===== src/rtl/clock_pkg.sv =====
// Shared definitions for the clock datapath and its set-mode controller.
package clock_pkg;

  localparam int CLK_WIDTH = 32;

  // Encoding is exported directly on the mode output.
  typedef enum logic [1:0] {
    RUN     = 2'd0,
    SET_HRS = 2'd1,
    SET_MIN = 2'd2,
    COMMIT  = 2'd3
  } clk_state_e;

endpackage


===== src/rtl/clock_tick_gen.sv =====
// Prescaler producing a registered one-cycle enable every TICK_DIV cycles.
module clock_tick_gen #(
  parameter int TICK_DIV = 100000000
) (
  input  logic clk,
  input  logic rst_n,
  input  logic i_clr,
  output logic o_en
);

  localparam int PW = $clog2(TICK_DIV);
  localparam logic [PW-1:0] LAST = PW'(TICK_DIV - 1);

  logic [PW-1:0] r_cnt;
  logic          r_en;

  // A clear parks the count at 0 and suppresses any pulse due on this edge.
  always_ff @(posedge clk or negedge rst_n) begin
    if (!rst_n) begin
      r_cnt <= '0;
      r_en  <= 1'b0;
    end else if (i_clr) begin
      r_cnt <= '0;
      r_en  <= 1'b0;
    end else begin
      r_en  <= (r_cnt == LAST);
      r_cnt <= (r_cnt == LAST) ? '0 : r_cnt + PW'(1);
    end
  end

  assign o_en = r_en;

endmodule


===== src/rtl/clock_set_ctrl.sv =====
// Run/set sequencer for the h:m:s clock: tick enable in RUN, button-driven
// shadow editing of hours then minutes, committed by a one-cycle load strobe.
module clock_set_ctrl
  import clock_pkg::*;
#(
  parameter int WIDTH    = CLK_WIDTH,
  parameter int TICK_DIV = 100000000,
  parameter int TIMEOUT  = 1000000000
) (
  input  logic             clk,
  input  logic             reset,
  input  logic             btn_mode,
  input  logic             btn_inc,
  input  logic [WIDTH-1:0] count_max,
  input  logic [WIDTH-1:0] count_max_hrs,
  input  logic [WIDTH-1:0] count_hrs,
  input  logic [WIDTH-1:0] count_min,
  output logic             en,
  output logic             load,
  output logic [WIDTH-1:0] load_hrs,
  output logic [WIDTH-1:0] load_min,
  output logic [WIDTH-1:0] load_sec,
  output logic [1:0]       mode,
  output logic [WIDTH-1:0] shadow_hrs,
  output logic [WIDTH-1:0] shadow_min
);

  localparam int IW = $clog2(TIMEOUT);
  localparam logic [IW-1:0] IDLE_LAST = IW'(TIMEOUT - 1);

  clk_state_e     r_state;
  logic [IW-1:0]  r_idle;
  logic [WIDTH-1:0] r_shadow_hrs, r_shadow_min;
  logic [WIDTH-1:0] r_load_hrs, r_load_min, r_load_sec;
  logic           r_load;
  logic           w_tick_clr;
  logic           w_en;

  // >= rather than == so a shadow left above a lowered limit still wraps.
  function automatic logic [WIDTH-1:0] wrap_inc(input logic [WIDTH-1:0] v,
                                                input logic [WIDTH-1:0] lim);
    return (v >= lim) ? '0 : v + WIDTH'(1);
  endfunction

  // Prescaler is held at 0 outside RUN, so every return to RUN restarts it.
  assign w_tick_clr = (r_state != RUN) || btn_mode;

  clock_tick_gen #(
    .TICK_DIV (TICK_DIV)
  ) u_tick (
    .clk   (clk),
    .rst_n (reset),
    .i_clr (w_tick_clr),
    .o_en  (w_en)
  );

  always_ff @(posedge clk or negedge reset) begin
    if (!reset) begin
      r_state      <= RUN;
      r_idle       <= '0;
      r_shadow_hrs <= '0;
      r_shadow_min <= '0;
      r_load       <= 1'b0;
      r_load_hrs   <= '0;
      r_load_min   <= '0;
      r_load_sec   <= '0;
    end else begin
      r_load <= 1'b0;
      case (r_state)
        RUN: begin
          if (btn_mode) begin
            r_shadow_hrs <= count_hrs;
            r_shadow_min <= count_min;
            r_idle       <= '0;
            r_state      <= SET_HRS;
          end
        end
        SET_HRS: begin
          if (btn_mode) begin
            r_idle  <= '0;
            r_state <= SET_MIN;
          end else if (btn_inc) begin
            r_idle       <= '0;
            r_shadow_hrs <= wrap_inc(r_shadow_hrs, count_max_hrs);
          end else if (r_idle == IDLE_LAST) begin
            r_idle  <= '0;
            r_state <= RUN;
          end else begin
            r_idle <= r_idle + IW'(1);
          end
        end
        SET_MIN: begin
          if (btn_mode) begin
            r_idle     <= '0;
            r_state    <= COMMIT;
            r_load     <= 1'b1;
            r_load_hrs <= r_shadow_hrs;
            r_load_min <= r_shadow_min;
            r_load_sec <= '0;
          end else if (btn_inc) begin
            r_idle       <= '0;
            r_shadow_min <= wrap_inc(r_shadow_min, count_max);
          end else if (r_idle == IDLE_LAST) begin
            r_idle  <= '0;
            r_state <= RUN;
          end else begin
            r_idle <= r_idle + IW'(1);
          end
        end
        COMMIT:  r_state <= RUN;
        default: r_state <= RUN;
      endcase
    end
  end

  assign en         = w_en;
  assign load       = r_load;
  assign load_hrs   = r_load_hrs;
  assign load_min   = r_load_min;
  assign load_sec   = r_load_sec;
  assign mode       = r_state;
  assign shadow_hrs = r_shadow_hrs;
  assign shadow_min = r_shadow_min;

endmodule


===== config.mk =====
export PLATFORM = sky130hd
export DESIGN_NAME = clock_set_ctrl
export DESIGN_NICKNAME = d
export VERILOG_FILES = /design/src/rtl/clock_pkg.sv /design/src/rtl/clock_tick_gen.sv /design/src/rtl/clock_set_ctrl.sv
export SDC_FILE = /design/constraint.sdc
export NUM_CORES = 1
export LEC_CHECK = 0
export BUFFER_PORTS_ARGS = -buffer_cell sky130_fd_sc_hd__clkbuf_2
export CORE_UTILIZATION = 49
export DETAILED_ROUTE_END_ITERATION = 7
export PLACE_DENSITY = 0.86
export SLEW_MARGIN = 20
export SYNTH_ARGS = -nofsm -noshare
export SYNTH_HDL_FRONTEND = slang
export SYNTH_HIERARCHICAL = 1
export SYNTH_SLANG_ARGS = --single-unit

===== constraint.sdc =====
create_clock -name clk -period 2.8 [get_ports clk]
set_clock_uncertainty 0.15 [all_clocks]
set_input_delay 0.84 -clock clk [delete_from_list [all_inputs] [get_ports clk]]
set_output_delay 0.84 -clock clk [all_outputs]
set_load 0.05 [all_outputs]

# Word-level counts from Yosys, hierarchy flattened
# Index checks and enable logic that the tools add are counted.
[word_totals]
regBits = 189
latchBits = 0
mem_bits_rw = 0
mem_bits_ro = 0
inputBits = 132
out_inout_bits = 164
wordCells = 62
n_memories = 0
[op_classes]
addsub = 4
mul = 0
n_div = 0
magnitude_cmp = 2
eq_ne = 10
shifts = 0
n_mux = 26
bitwise = 0
n_reduce_logical = 11
[op_table]
columns = ["cell", "count"]
rows = [
  ["32-bit two-way mux", 8],
  ["32-bit case mux with 2 select lines", 2],
  ["30-bit two-way mux", 4],
  ["32-bit by 1-bit adder with 32-bit output, second input constant", 2],
  ["32-bit >= comparator", 2],
  ["30-bit case mux with 2 select lines", 1],
  ["27-bit two-way mux", 2],
  ["30-bit by 1-bit adder with 30-bit output, second input constant", 1],
  ["30-bit == test, second input constant", 1],
  ["27-bit by 1-bit adder with 27-bit output, second input constant", 1],
  ["27-bit == test, second input constant", 1],
  ["2-bit two-way mux", 5],
  ["2-bit != test, second input constant", 5],
  ["2-bit case mux with 4 select lines", 1],
  ["4-bit AND reduction", 2],
  ["2-bit nonzero test", 4],
  ["2-bit == test, second input constant", 2],
  ["2-bit AND reduction", 2],
  ["1-bit two-way mux", 3],
  ["2-bit by 1-bit == test with 1-bit output, second input constant", 1],
  ["2-bit zero test", 1],
  ["2-bit OR reduction", 1],
  ["1-bit logical OR", 1],
]

# Depth between registers and ports, before layout
[logic_depth]
ltp_word = 5
mapped_depth = 11
depth_no_buf = 9

# By module
# The synthesis kept the hierarchy.
[by_module_without_submodules]
columns = ["module", "instances", "cells_per_inst", "area_each_um2", "seq_area_each_um2"]
rows = [
  ["clock_set_ctrl", 1, 1127, 10282.4, 4028.9],
  ["clock_tick_gen", 1, 156, 1549.0, 700.7],
]

# Worst setup path before layout
# Ideal clock, no wire load.
[synth_path]
kind = "input port to flip-flop"
from = "in count_max[5]"
to = "reg r_shadow_min[7] (netlist: shadow_min[7])"
setup_time_ns = 0.124
arrival_ns = 2.790
required_ns = 2.526
setup_slack_ns = -0.264
cell_stages = 11
path_buffers = 2
cell_sequence = "inv_1 ha_1 nand4_1 nor2_1 a211oi_1 o41a_1 o31ai_4 buf_2 buf_2 a21oi_1 a211o_1"
[synth_via]
elab_chain_len = 5
[synth_rtl]
columns = ["element", "line_no", "source"]
rows = [
  ["start: declaration", "clock_set_ctrl.sv:14", "input logic [WIDTH-1:0] count_max,"],
  ["32-bit >= comparator", "clock_set_ctrl.sv:42", "return (v >= lim) ? '0 : v + WIDTH'(1);"],
  ["32-bit two-way mux", "clock_set_ctrl.sv:42", ""],
  ["32-bit two-way mux", "clock_set_ctrl.sv:100", "end else if (btn_inc) begin"],
  ["32-bit two-way mux", "clock_set_ctrl.sv:93", "if (btn_mode) begin"],
  ["32-bit case mux with 2 select lines", "clock_set_ctrl.sv:69", "case (r_state)"],
  ["end signal: assignment", "clock_set_ctrl.sv:73", "r_shadow_min <= count_min;"],
  ["end signal: assignment", "clock_set_ctrl.sv:102", "r_shadow_min <= wrap_inc(r_shadow_min, count_max);"],
  ["end: declaration", "clock_set_ctrl.sv:33", "logic [WIDTH-1:0] r_shadow_hrs, r_shadow_min;"],
]
# No other way between the ends. The select of a mux whose other input is x is not followed.
# A chain may end at the register's enable or synchronous reset.

# Worst setup path after layout
[layout_path]
from = "in count_max[2]"
to = "reg r_shadow_min[16] (netlist: shadow_min[16])"
# Same word-level chain as after synthesis.

==> flow_summary.yaml <==
layout:
  final_area_um2: 15300
  syn2layout_area_growth_pct: 29.7
  nets: 1829
  final_layout_size_suffix_gt1_share_pct: 34.2
  diodes: 0
detailed_routing:
  first_iter_violations: 871
  wl_per_cell_um: 17.9
  vias: 11400
  drc_errors: 0
  drtPass1Iterations: 5
  wirelength_um: 35100
  ant_nets: 0
  via_per_inst: 5.81
sta:
  setup_viol: 24
  tns_ns: -1.59
  timing.max_slew.rel_slack_pct: 32.8
  drv_slew: 0
  timing.fmax_mhz: 338
  fin_crit_sh_pct: 106
  worst_slew_pin_slew_ns: 1.01
  hold_ws_ns: 0.224
  hold_viol: 0
  rsz0062_at_grt: "yes"
  worst_slack_ns: -0.160
  period_minus_slack_ns: 2.96
synthesis:
  avgSynthCellArea_um2: 9.22
  yosys-top-cells-area: "dfrtp_1, ha_1, mux2_2"
  synth.most_common_cell: "dfrtp_1"
  synth_edf_count: 0
  synth_flop_cell: "dfrtp_1"
  synth_top_cell_by_area: "dfrtp_1"
  ys_types: 73
  synth_common_cells: "dfrtp_1, inv_1, nand2_1"
  async_flop_share_pct: 100
  synth_cells: 1283
  yosysTopAreaCellShare_pct: 40.0
  ys_seq_area_share_pct: 40.0
  ys_ff_latch: 189
  syn_area_um2: 11800
  yosys_warnings: 6
clock_network:
  holdBufCountCts: 0
  cts.clk_slew.worst_paths_ns: 0.08
  numCtsBuffers: 17
  clockBufferDepth: 2
  cts_tree: "done"
  cts-root-buf: "clkbuf_16"
  clock_sinks: 189
  htreeDepth: 4
  clkLatencyLatePin_ns: 0.44
place:
  gp_congestion: 0.896
  dp_hpwl_um: 25200
  io_buffers: 263
  place_area_um2: 14200
grt:
  antenna_found_initial: 0
  grt_pass1_wl_um: 53700
  grt_pass1_vias: 10800
  overflow: 0
  grt_max_degree: 58
  track_usage_pct: 27.5
floorplanning:
  ios: 296
  die_w_um: 157
  num_rows: 56
  fp.coreArea_um2: 23500
  die_h_um: 157
  start_util_pct: 50.3
  dieArea_um2: 24800
pwr:
  p_switching_w: 0.00880
  p_per_area_nw_per_um2: 1120
  leakage_nw: 7.50
  swShare_pct: 51.2
  peakVddDrop_mv: 1.14
  pwr-share-comb_pct: 60.6
  clkPwrFrac_pct: 14.3
  sequentialPowerShare_pct: 25.1
  p_int_w: 0.00839
outcome:
  outcome: "finished, violations left"
  violations: "setup timing"
worst_hold_path:
  hold_path.class: "primary input to asynchronous set/reset pin"
setup_path:
  endpoint_kind: "flop"
  cp-start-kind: "primary input"
  path_max_fanout: 6
  worstSetupPathType: "primary input to flop"
  required_ns: 3.01
  cp.arrival_ns: 3.17
  rr_worst_depth: 10
run:
  cap_viol_max_count: 0
-- cells by family (layout without fill, tap and decap cells) --
kind of cell / after synthesis / in the layout / synth area share [%]
simple gates: 432 / 432 / 20.0
compound gates: 292 / 292 / 16.7
buf+inv: 213 / 538 / 8.26
flops: 189 / 189 / 40.0
fa+ha+maj: 71 / 71 / 7.51
mux: 61 / 61 / 5.77
xor+xnor: 24 / 24 / 1.78
other cells: 1 / 32 / 0.0317
-- routing by layer --
layer | part of all wire [%] | GRT usage, % | wire, um
met4 | 3.5 | 10.7 | 1230
met3 | 6.2 | 3.94 | 2190
met2 | 50 | 48.2 | 17600
met5 | 0 | 0 | 0
met1 | 40 | 34.1 | 14100
-- critical path, cell delays in order --
cell,delay (ns)
buf_6,0.09
inv_4,0.05
ha_4,0.20
a211oi_4,0.24
o21ai_2,0.10
a211oi_4,0.25
o41a_1,0.25
o31ai_4,0.11
buf_6,0.15
buf_6,0.13
o41ai_1,0.50
a22o_1,0.25
-- what timing repair did --
action	CTS	global route
pin swaps	2	43
cloned	0	5
endpoints found under the setup margin	31	49
buffers inserted	0	2
gates resized for setup	5	75
hold endpoints to repair	0	0
-- cells in the final DEF, fill, tap and decap left out, types with 20 or more instances in the layout --
master,count
ha_1,57
a22o_1,37
nand2_1,100
dfrtp_1,189
nor2_1,72
clkbuf_16,20
inv_1,114
nand3_1,49
a21oi_1,47
mux2_2,58
nand4_1,34
and3_1,25
nor3b_1,22
buf_4,99
conb_1,32
clkbuf_2,257
o21ai_0,79
-- path summary, 6_finish.rpt --
check / start / endpoint / slack, ns
worst max-delay path: count_max[2] / shadow_min[16] / -0.16
worst min-delay path: reset / load_hrs[28] / 0.22
worst max register to register: shadow_min[2] / shadow_min[16] / -0.13
worst min register to register: load_hrs[23] / load_hrs[23] / 0.33
max in group asynchronous: reset / load_hrs[25] / 1.59
min in group clk: load_hrs[23] / load_hrs[23] / 0.33
-- state kept, by name (all words and copies together) (netlist names) --
signal / cells
load_hrs: 32
r_idle: 30
shadow_hrs: 32
mode: 2
load: 1
load_min: 32
u_tick/o_en: 1
u_tick/r_cnt: 27
shadow_min: 32
-- per-stage QoR --
stage / total power, W / std cells / util [%] / worst slack [ns]
finish: 0.0172 / 1958 / 65.2 / -0.160
floorplan: 0.0109 / 1314 / - / -0.0350
detailed placement: 0.0142 / 1920 / 60.5 / -0.654
global route: 0.0181 / 1958 / 65.2 / -0.173
CTS: 0.0167 / 1952 / 63.1 / -0.0650
global placement: 0.0139 / 1920 / 60.5 / -0.583
-- layout make-up --
type / instances / area, um2
Sequential cell: 189 / 4730
Multi-Input combinational cell: 912 / 6680
Tap cell: 319 / 399
Inverter: 123 / 467
Fill cell: 1856 / 8200
Timing Repair Buffer: 383 / 2480
Clock buffer: 20 / 457
Clock inverter: 12 / 125
-- power groups by stage --
stage	clock [W]	combinational, W	sequential [W]
final	0.00246	0.0104	0.00432
after global routing	0.00260	0.0111	0.00443
after CTS	0.00249	0.00994	0.00429
after detailed placement	0	0.00989	0.00433
after global placement	0	0.00963	0.00428
after floorplan	0	0.00323	0.00772
(Power assumes the default switching activity.)
